[src/rtl/mips_decode_stage_if.sv]
// Handshake and decoded-field bundle between fetch, the decode stage and execute.
interface mips_decode_stage_if #(
  parameter int DATA_WIDTH = 32,
  parameter int CNT_WIDTH  = 8
);
  logic [31:0]           inst;
  logic                  in_valid;
  logic                  in_ready;
  logic                  out_ready;
  logic                  out_valid;
  logic                  rd_src;
  logic                  writeenable;
  logic                  except;
  logic [1:0]            alu_src2;
  logic [2:0]            alu_op;
  logic [4:0]            rs;
  logic [4:0]            rt;
  logic [4:0]            rd;
  logic [4:0]            w_addr;
  logic [DATA_WIDTH-1:0] imm_ext;
  logic                  halted;
  logic                  clear_halt;
  logic [CNT_WIDTH-1:0]  exc_count;

  modport slave (
    input  inst, in_valid, out_ready, clear_halt,
    output in_ready, out_valid, rd_src, writeenable, except, alu_src2, alu_op,
           rs, rt, rd, w_addr, imm_ext, halted, exc_count
  );

  modport master (
    output inst, in_valid, out_ready, clear_halt,
    input  in_ready, out_valid, rd_src, writeenable, except, alu_src2, alu_op,
           rs, rt, rd, w_addr, imm_ext, halted, exc_count
  );
endinterface

[src/rtl/mips_decode_stage.sv]
// Registered MIPS ALU-instruction decode stage with valid/ready flow control,
// optional halt-on-exception and a saturating exception counter.
module mips_decode_stage #(
  parameter int DATA_WIDTH = 32,
  parameter bit STRICT     = 1'b1,
  parameter int CNT_WIDTH  = 8
) (
  input logic               clock,
  input logic               reset,
  mips_decode_stage_if.slave bus
);

  localparam logic RUN  = 1'b0;
  localparam logic HALT = 1'b1;

  localparam logic [5:0] OP_RTYPE = 6'h00;
  localparam logic [5:0] OP_ADDI  = 6'h08;
  localparam logic [5:0] OP_ANDI  = 6'h0C;
  localparam logic [5:0] OP_ORI   = 6'h0D;
  localparam logic [5:0] OP_XORI  = 6'h0E;

  localparam logic [5:0] F_ADD = 6'h20;
  localparam logic [5:0] F_SUB = 6'h22;
  localparam logic [5:0] F_AND = 6'h24;
  localparam logic [5:0] F_OR  = 6'h25;
  localparam logic [5:0] F_XOR = 6'h26;
  localparam logic [5:0] F_NOR = 6'h27;

  localparam logic [1:0] SRC_REG  = 2'b00;
  localparam logic [1:0] SRC_SEXT = 2'b01;
  localparam logic [1:0] SRC_ZEXT = 2'b10;

  logic [5:0]            opcode;
  logic [5:0]            funct;
  logic [4:0]            f_rs;
  logic [4:0]            f_rt;
  logic [4:0]            f_rd;
  logic [15:0]           f_imm;

  logic                  d_legal;
  logic [2:0]            d_op;
  logic [1:0]            d_src2;
  logic                  d_rd_src;
  logic [4:0]            d_waddr;
  logic [DATA_WIDTH-1:0] d_imm;

  logic                  state;
  logic                  valid_q;
  logic                  rd_src_q;
  logic                  we_q;
  logic                  except_q;
  logic [1:0]            src2_q;
  logic [2:0]            op_q;
  logic [4:0]            rs_q;
  logic [4:0]            rt_q;
  logic [4:0]            rd_q;
  logic [4:0]            waddr_q;
  logic [DATA_WIDTH-1:0] imm_q;
  logic [CNT_WIDTH-1:0]  cnt_q;

  logic                  ready;
  logic                  accept;
  logic                  accept_exc;

  assign opcode = bus.inst[31:26];
  assign f_rs   = bus.inst[25:21];
  assign f_rt   = bus.inst[20:16];
  assign f_rd   = bus.inst[15:11];
  assign f_imm  = bus.inst[15:0];
  assign funct  = bus.inst[5:0];

  always_comb begin
    d_legal = 1'b1;
    d_op    = 3'b000;
    d_src2  = SRC_REG;
    case (opcode)
      OP_RTYPE: begin
        case (funct)
          F_ADD:   d_op = 3'b010;
          F_SUB:   d_op = 3'b011;
          F_AND:   d_op = 3'b100;
          F_OR:    d_op = 3'b101;
          F_NOR:   d_op = 3'b110;
          F_XOR:   d_op = 3'b111;
          default: d_legal = 1'b0;
        endcase
      end
      OP_ADDI: begin d_op = 3'b010; d_src2 = SRC_SEXT; end
      OP_ANDI: begin d_op = 3'b100; d_src2 = SRC_ZEXT; end
      OP_ORI:  begin d_op = 3'b101; d_src2 = SRC_ZEXT; end
      OP_XORI: begin d_op = 3'b111; d_src2 = SRC_ZEXT; end
      default: d_legal = 1'b0;
    endcase
  end

  always_comb begin
    d_rd_src = (d_src2 != SRC_REG);
    d_waddr  = '0;
    if (d_legal)
      d_waddr = d_rd_src ? f_rt : f_rd;
    case (d_src2)
      SRC_SEXT: d_imm = DATA_WIDTH'($signed(f_imm));
      SRC_ZEXT: d_imm = DATA_WIDTH'(f_imm);
      default:  d_imm = '0;
    endcase
  end

  // Reset gates in_ready so a word offered while reset is low is never accepted.
  assign ready      = reset & (state == RUN) & (~valid_q | bus.out_ready);
  assign accept     = bus.in_valid & ready;
  assign accept_exc = accept & ~d_legal;

  always_ff @(posedge clock) begin
    if (!reset) begin
      valid_q  <= 1'b0;
      rd_src_q <= 1'b0;
      we_q     <= 1'b0;
      except_q <= 1'b0;
      src2_q   <= '0;
      op_q     <= '0;
      rs_q     <= '0;
      rt_q     <= '0;
      rd_q     <= '0;
      waddr_q  <= '0;
      imm_q    <= '0;
    end else if (accept) begin
      valid_q  <= 1'b1;
      rd_src_q <= d_rd_src;
      we_q     <= d_legal;
      except_q <= ~d_legal;
      src2_q   <= d_src2;
      op_q     <= d_op;
      rs_q     <= f_rs;
      rt_q     <= f_rt;
      rd_q     <= f_rd;
      waddr_q  <= d_waddr;
      imm_q    <= d_imm;
    end else if (bus.out_ready) begin
      valid_q  <= 1'b0;
    end
  end

  always_ff @(posedge clock) begin
    if (!reset) begin
      cnt_q <= '0;
    end else if (accept_exc && (cnt_q != '1)) begin
      cnt_q <= cnt_q + CNT_WIDTH'(1);
    end
  end

  always_ff @(posedge clock) begin
    if (!reset) begin
      state <= RUN;
    end else begin
      case (state)
        RUN:     if (accept_exc && STRICT) state <= HALT;
        HALT:    if (bus.clear_halt) state <= RUN;
        default: state <= RUN;
      endcase
    end
  end

  assign bus.in_ready    = ready;
  assign bus.out_valid   = valid_q;
  assign bus.rd_src      = rd_src_q;
  assign bus.writeenable = we_q;
  assign bus.except      = except_q;
  assign bus.alu_src2    = src2_q;
  assign bus.alu_op      = op_q;
  assign bus.rs          = rs_q;
  assign bus.rt          = rt_q;
  assign bus.rd          = rd_q;
  assign bus.w_addr      = waddr_q;
  assign bus.imm_ext     = imm_q;
  assign bus.halted      = (state == HALT);
  assign bus.exc_count   = cnt_q;

endmodule

[src/flat_wrapper.sv]
// flat-port wrapper written by rule: the top's interface ports become plain ports
module mips_decode_stage_flat 
#(
  parameter int DATA_WIDTH = 32,
  parameter bit STRICT     = 1'b1,
  parameter int CNT_WIDTH  = 8
)
  (clock, reset, bus_inst, bus_in_valid, bus_out_ready, bus_clear_halt, bus_in_ready, bus_out_valid, bus_rd_src, bus_writeenable, bus_except, bus_alu_src2, bus_alu_op, bus_rs, bus_rt, bus_rd, bus_w_addr, bus_imm_ext, bus_halted, bus_exc_count);
  mips_decode_stage_if #(.DATA_WIDTH(DATA_WIDTH), .CNT_WIDTH(CNT_WIDTH)) bus_i ();
  input logic clock;
  input logic reset;
  input wire logic [$bits(bus_i.inst)-1:0] bus_inst;
  input wire logic [$bits(bus_i.in_valid)-1:0] bus_in_valid;
  input wire logic [$bits(bus_i.out_ready)-1:0] bus_out_ready;
  input wire logic [$bits(bus_i.clear_halt)-1:0] bus_clear_halt;
  output wire logic [$bits(bus_i.in_ready)-1:0] bus_in_ready;
  output wire logic [$bits(bus_i.out_valid)-1:0] bus_out_valid;
  output wire logic [$bits(bus_i.rd_src)-1:0] bus_rd_src;
  output wire logic [$bits(bus_i.writeenable)-1:0] bus_writeenable;
  output wire logic [$bits(bus_i.except)-1:0] bus_except;
  output wire logic [$bits(bus_i.alu_src2)-1:0] bus_alu_src2;
  output wire logic [$bits(bus_i.alu_op)-1:0] bus_alu_op;
  output wire logic [$bits(bus_i.rs)-1:0] bus_rs;
  output wire logic [$bits(bus_i.rt)-1:0] bus_rt;
  output wire logic [$bits(bus_i.rd)-1:0] bus_rd;
  output wire logic [$bits(bus_i.w_addr)-1:0] bus_w_addr;
  output wire logic [$bits(bus_i.imm_ext)-1:0] bus_imm_ext;
  output wire logic [$bits(bus_i.halted)-1:0] bus_halted;
  output wire logic [$bits(bus_i.exc_count)-1:0] bus_exc_count;
  assign bus_i.inst = bus_inst;
  assign bus_i.in_valid = bus_in_valid;
  assign bus_i.out_ready = bus_out_ready;
  assign bus_i.clear_halt = bus_clear_halt;
  assign bus_in_ready = bus_i.in_ready;
  assign bus_out_valid = bus_i.out_valid;
  assign bus_rd_src = bus_i.rd_src;
  assign bus_writeenable = bus_i.writeenable;
  assign bus_except = bus_i.except;
  assign bus_alu_src2 = bus_i.alu_src2;
  assign bus_alu_op = bus_i.alu_op;
  assign bus_rs = bus_i.rs;
  assign bus_rt = bus_i.rt;
  assign bus_rd = bus_i.rd;
  assign bus_w_addr = bus_i.w_addr;
  assign bus_imm_ext = bus_i.imm_ext;
  assign bus_halted = bus_i.halted;
  assign bus_exc_count = bus_i.exc_count;
  mips_decode_stage #(.DATA_WIDTH(DATA_WIDTH), .STRICT(STRICT), .CNT_WIDTH(CNT_WIDTH)) u_core (.clock(clock), .reset(reset), .bus(bus_i));
endmodule
[config.mk]
export PLATFORM = sky130hd
export DESIGN_NAME = mips_decode_stage_flat
export DESIGN_NICKNAME = d
export VERILOG_FILES = /design/src/rtl/mips_decode_stage_if.sv /design/src/rtl/mips_decode_stage.sv /design/src/flat_wrapper.sv
export SDC_FILE = /design/constraint.sdc
export NUM_CORES = 1
export LEC_CHECK = 0
export BUFFER_PORTS_ARGS = -buffer_cell sky130_fd_sc_hd__buf_2
export CORE_MARGIN = 8
export CORE_UTILIZATION = 51
export CTS_CLUSTER_SIZE = 30
export DETAILED_ROUTE_END_ITERATION = 12
export PLACE_DENSITY = 0.85
export REMOVE_ABC_BUFFERS = 1
export SLEW_MARGIN = 10
export SYNTH_ARGS = -nofsm -noshare
export SYNTH_HDL_FRONTEND = slang
export SYNTH_SLANG_ARGS = --single-unit
[constraint.sdc]
create_clock -name clock -period 3.8 [get_ports clock]
set_clock_uncertainty 0.15 [all_clocks]
set_input_delay 0.57 -clock clock [delete_from_list [all_inputs] [get_ports clock]]
set_output_delay 0.57 -clock clock [all_outputs]
set_load 0.02 [all_outputs]
==> run summary, run 1 <==
The first global-routing pass estimated 9.97 mm of wire. The number of nets in the layout is 420, and the number of setup violations in the final report is 0. At the worst endpoint, the required time is 3.08 ns.

The count of cells in the finished layout, fillers not included, comes to 433. The run gives 6.22 mm as the wire length after detailed routing. By count the netlist is led by 69 x nand2_1, 55 x dfxtp_1, 43 x a21oi_1. Yosys instantiated no cell more often than nand2_1. The shortest period the worst path allows was 2.27 ns; the count of cells along the worst hold path was 2. The width of the die was 85.7 µm.

The tools report the launching point of the worst reg2reg path as u_core.bus.out_valid. The tools report the via count of the first global-routing pass as 2178. Path type of the worst min-delay path: reg2reg. The logs give 60.1% for the worst slew margin relative to its limit and 2 for the H-tree depth. The critical path in this run is classified as in2out. The number of placed instances, taps included came out at 426. The wire-length estimate of the detail-placed layout is 4.69 mm. Entering global routing, the biggest net connects 42 pins.

No sink is reached through more buffers than the 2 on the longest clock path. The tools report the startpoint of the lowest-slack hold path as u_core.bus.imm_ext[6]. The number of cells on the worst reg-to-reg path is 5. The final standard cell utilization of the core was 64.5%. Ranked by total cell area, the synthesized netlist is headed by dfxtp_1 44%, nand2_1 10%, a21oi_1 8.7%.

The CTS sink count is 55. During I/O placement, the number of pins put on the boundary was 108. The tools report the iteration count of the initial detailed-routing pass as 4. Timing analysis after detailed placement gives a worst setup slack of 1.37 ns.

Power density over the cells: 378 nW/µm². The wire length per cell is 14.4 µm, and the number of hold buffers added after cts is 0. The combined area of the multi-input logic cells was 1170 µm²; the die area was 7350 µm². The share of post-route cells with drive strength above 1 is 36.7%.

Yosys mapped the design onto 50 distinct sky130hd cell types. The run finished with clean final reports. The slew at the pin with the worst max-slew slack came out at 0.599 ns. The root buffer cell chosen for the clock tree is clkbuf_8. For the effective utilization at floorplan, the log shows 52.9%. Once the clock tree was built, the setup fixing pass inserted 0 buffers.

STA classifies the critical path endpoint as an output port. The floorplan step defined a core boundary enclosing 4690 µm². For the count of mapped cells out of synthesis, the log shows 293.

Measured along the y axis, the die boundary spans 85.7 µm. Among all flip-flop cells after synthesis, the most frequent one is dfxtp_1. The global route total overflow is 0, and the maximum resistive drop on vdd is 0.000211 V.

The total of buffers placed on input and output ports is 107, and the summed negative setup slack over all endpoints is 0 ns. After clock tree synthesis, the clock-pin slew on the worst setup and hold paths is 0.09 ns. The routed layout has 2219 vias.

The part of the cycle the worst path needs is 59.9%. TritonCTS built the clock tree. The critical path launch point type was an input pin.

In the routed layout, each cell is associated on average with a via count of 5.12. Final weighted congestion of routability-driven global placement: 0.795. Setup repair after global routing left no endpoint under its margin. The tools report the number of violations of the max-capacitance limit as 0. The worst hold path terminates at u_core.bus.imm_ext[6]. The netlist area before placement was 2480 µm²; the total of fill cells in the finished design was 439. Across the whole layout, storage elements account for 1100 µm². The antenna cell count was 0; the number of flops mapped to enable cells by yosys was 0.

The synthesized area divided by synthesized cell count is 8.46 µm², and the sequential cell area fraction in the yosys report is 44.4%. The worst register-to-register path ends at u_core.bus.exc_count[3]. In the post-route analysis, the smallest setup slack over all paths is 1.53 ns. The final hold violation count came out at 0. The share of Yosys cell area claimed by the top area cell type is 44.4%, and the initial antenna violation count is 0. For this run, the top clock speed supported by timing is 0.440 GHz. The DRC marker count from the first detailed-route iteration came out at 110. For the number of buffers inserted during clock tree synthesis, the log shows 5. dfxtp_1 takes more of the synthesized area than any other cell.

The logs give 1.55 ns for the arrival time of data at the critical path endpoint and 0.29 ns for the worst-skew pair later-pin latency. For this design the static power due to leakage is 1.40 nW. For the setup slack on the worst flop-to-flop path, the log shows 1.84 ns.

Global routing used 16.3% of the available tracks. After detailed routing, the number of remaining DRC violations is 0. The final antenna-violating net count is 0, and the maximum fanout encountered on the critical timing path is 33.

The final max-slew violation count came out at 0. Once the clock tree was built, the resizer swapped 0 gates to a different size. The signed area change from the synthesized netlist to the final layout was 22.0%; the number of register bits inferred by synthesis was 55. The share of flip-flops with an asynchronous set or reset came out at 0%. The critical path starts at reset. The count of warnings emitted by yosys came out at 0. The floorplan has 25 rows.
[per-stage QoR]
step                      area (µm²)  total power (W)  hold WS (ns)
after floorplan                 2290         0.000722         0.380
after global placement          2920         0.000790         0.289
after detailed placement        2920         0.000793         0.294
after CTS                       3030          0.00116         0.307
after global routing            3030          0.00120         0.324
final                           3030          0.00114         0.304
[critical path, cell delays in order]
cell     delay [ns]
buf_2          0.22
inv_1          0.06
buf_4          0.24
nor3b_1        0.25
buf_2          0.20
[sequential cells by signal, summed over array words and instances, names as in the netlist, 2 cells and up]
register and count:
u_core.bus.rd 5, u_core.bus.imm_ext 17, u_core.bus.alu_src2 2, u_core.bus.exc_count 8
u_core.bus.w_addr 5, u_core.bus.alu_op 3, u_core.bus.rt 5, u_core.bus.rs 5
[worst max path at each step]
stage	end	slack, ns
after floorplan	bus_imm_ext[16]	0.74
final	bus_in_ready	1.53
after global routing	bus_in_ready	1.44
after detailed placement	u_core.bus.w_addr[3]	1.37
after global placement	u_core.bus.w_addr[1]	1.41
after CTS	bus_in_ready	1.50
[layout make-up]
cell class,instances,area share [%]
timing repair buffer,111,18.7
tap,54,2.23
sequential,55,36.4
multi-input combinational,200,38.5
inverter,6,0.744
clock inverter,1,0.993
clock buffer,6,2.40
[routing by layer]
| metal | global-route usage (%) | wire, µm |
|---|---|---|
| met5 | 0 | 0 |
| met3 | 4.11 | 364 |
| met1 | 18.2 | 2670 |
| met4 | 3.34 | 16 |
| met2 | 30.4 | 3160 |
[power by group]
part	total (W)	switching, W	internal (W)
Sequential	0.000611	0.0000126	0.000598
Clock	0.000365	0.000172	0.000193
Combinational	0.000167	0.000107	0.0000604
[logic make-up (layout without fill, tap and decap cells)]
| family | after synthesis | after routing | share of synthesized area (%) |
|---|---|---|---|
| buffers and inverters | 38 | 124 | 8.63 |
| adder cells (fa/ha/maj) | 5 | 5 | 2.57 |
| flip-flops | 55 | 55 | 44.4 |
| AND/OR/NAND/NOR | 118 | 118 | 24.0 |
| multiplexers | 6 | 6 | 2.67 |
| XOR/XNOR | 2 | 2 | 0.706 |
| AO/OA/AOI/OAI | 69 | 69 | 17.1 |
[layout by cell type (no fill, tap or decap), types with 2 or more instances in the layout]
cell / count
nor3_2: 2
dfxtp_1: 55
buf_4: 4
o311ai_1: 2
o31ai_1: 6
nor2_1: 10
o21ai_1: 3
inv_1: 5
clkbuf_8: 5
nand2_1: 69
nand2b_1: 2
o21ai_0: 2
a21oi_2: 3
mux2_2: 5
a21oi_1: 43
or2_1: 2
nand3_1: 9
buf_2: 107
ha_1: 4
o211ai_1: 2
nand3_2: 5
nor3b_1: 2
or4_1: 3
and3_1: 3
(Power assumes the default switching activity.)
==> run 2, diff against run 1 <==
- CORE_UTILIZATION: 51 -> 43
- PLACE_DENSITY: 0.85 -> 0.76
- clock period: 3.8 -> 2 ns (I/O delays scaled with it)
==> run summary, run 2 (synthesized netlist as in run 1, its figures left out) <==
The run finished with clean final reports. The logs give 0.30 ns for the worst-skew pair later-pin latency and 4 for the iteration count of the initial detailed-routing pass. The final routed DRC violation total is 0. The logs give 72.2% for the worst slew margin relative to its limit and 8450 µm² for the die area. The tools report the number of hold buffers added after cts as 0.

The setup path with the least slack is of type reg2reg. The launching point of the worst reg2reg path is u_core.bus.exc_count[0]. Dividing the detail-routed via count by the number of cells gives 4.99. The floorplan step set the die width to 91.9 µm. Destination of the critical timing path: u_core.bus.exc_count[7]. The clock passes through at most 2 buffers.

The tools report the critical path required time as 2.09 ns. The HPWL after detailed placement is 4.71 mm. For the effective utilization at floorplan, the log shows 44.8%. The run gives 0 as the post-cts repair resize count. The combined global-route utilization of all metal layers was 14.7%.

For the pin with the worst max-slew slack, the measured transition is 0.417 ns. In this run the worst path has a maximum fanout of 13. The register with the most flip-flops in the layout has 17 of them.

Shortest period the worst path allows: 1.88 ns. The number of nets in the layout is 429. In the layout the commonest cells are 107 x buf_2, 69 x nand2_1, 55 x dfxtp_1, 42 x a21oi_1, 12 x buf_4. Of the cells placed in the final design, the portion with a size suffix greater than 1 is 38.8%. After layout, the worst path uses 93.8% of the clock period. OpenSTA, run right after detailed placement, puts the worst setup slack at -0.181 ns. Setup repair after global routing left no endpoint under its margin. The die outline height is 91.9 µm, and the final standard cell utilization of the core is 56.9%.

The path type of the worst min-delay path is in2reg. The filler cells instantiated in the layout total 543. For the initial antenna violation count, the log shows 0.

The detailed router finished its first iteration with 90 violations. The cell sitting at the root of the clock tree is a clkbuf_8. Summing all multi-input logic gate instances after layout gives 1170 µm². The final hold violation count was 0; the global route total overflow was 0. The power density over the cells works out to 718 nW/µm². The clock input transition at the sequential cells of the worst setup and hold paths works out to 0.10 ns. The setup slack on the worst flop-to-flop path is 0.12 ns. Once routing completed, OpenROAD measured the worst setup slack at 0.124 ns. After floorplanning, the core was divided into 27 placement rows.

The tools report the wire length of the first global-routing pass as 10.6 mm. For this block, the via count after detailed routing is 2301. The post-CTS setup buffer count is 0, and the CTS sink count is 55.

The H-tree generated during clock tree synthesis spans 2 levels. The final max-slew violation count is 0. Registers take 1100 µm². The area growth from synthesis to layout is 27.1%. Number of buffers inserted during clock tree synthesis: 5. The repair_antennas step left the layout with diodes totalling 0. The tools report the final hold slack as 0.0710 ns.

The tools report the count of pins on the block boundary as 108. Across the run, the number of max-cap violations was 0. The wire length per cell was 13.9 µm. Reg-to-reg endpoint: u_core.bus.exc_count[7]. The peak clock frequency supported by timing came out at 0.533 GHz. TritonCTS built the clock tree.

Total of buffers placed on input and output ports: 107. Counting cells, the worst reg-to-reg path comes to 6. The most frequent standard cell in the layout excluding fill and tap cells was buf_2. The via count of the first global-routing pass is 2244, and the leakage power is 1.46 nW. The tools report the placeable core area as 5540 µm².

Across the VDD grid, the largest voltage drop is 0.000347 V. The wire length after detailed routing is 6.40 mm. The final antenna-violating net count is 0. STA classifies the critical path endpoint as a flop. The worst setup path is launched from a flop.

Entering global routing, the biggest net connects 44 pins. The logs give 1.97 ns for the arrival time of data at the critical path endpoint and 0 for the number of setup violations in the final report. The critical path starts at u_core.bus.exc_count[0]. The congestion estimate from routability-driven global placement came to 0.852. The worst hold path begins at bus_inst[6].
[run 2: critical path: stages (launching register included)]
cell     delay, ns
dfxtp_1       0.37
ha_1          0.24
and3_1        0.20
nand3_1       0.13
nand2_4       0.11
or4_1         0.48
a21oi_1       0.14
[run 2: cell type report]
| type | count | area share (%) |
|---|---|---|
| clock buffer | 6 | 2.62 |
| clock inverter | 2 | 1.11 |
| inverter | 6 | 0.715 |
| multi-input combinational | 200 | 37.3 |
| sequential | 55 | 34.9 |
| tap | 72 | 2.86 |
| timing repair buffer | 120 | 20.5 |
[run 2: report_power, final]
part	switching, W	internal (W)	leakage [nW]	total (W)
Sequential	0.0000243	0.00114	0.447	0.00116
Combinational	0.000209	0.000127	0.949	0.000335
Clock	0.000362	0.000406	0.0612	0.000768
[run 2: per-stage QoR]
stage / instances / total power (W) / setup TNS, ns / instance area [µm²]
2_1_floorplan: 261 / 0.00137 / -32.56 / 2290
6_report: 461 / 0.00226 / 0 / 3150
3_3_place_gp: 453 / 0.00152 / -2.19 / 3030
4_1_cts: 461 / 0.00228 / 0 / 3140
3_5_place_dp: 453 / 0.00152 / -3.38 / 3030
5_1_grt: 461 / 0.00236 / 0 / 3150
[run 2: how the worst min path moves through the flow]
stage | endpoint | slack (ns) | cells after the start
floorplan | u_core.bus.exc_count[5] | 0.27 | 1
global placement | u_core.bus.imm_ext[8] | 0.29 | 2
detailed placement | u_core.bus.except | 0.29 | 2
CTS | u_core.bus.rs[3] | 0.06 | 3
global route | u_core.bus.imm_ext[8] | 0.06 | 3
finish | u_core.bus.imm_ext[6] | 0.07 | 3
[run 2: routing by layer]
metal	track usage, %	wire length, µm	vias to the layer above
met2	23.3	2860	74
met5	0	0	-
met4	3.22	62	0
met1	18.1	2930	1034
met3	6.03	540	8
li1	-	-	1185
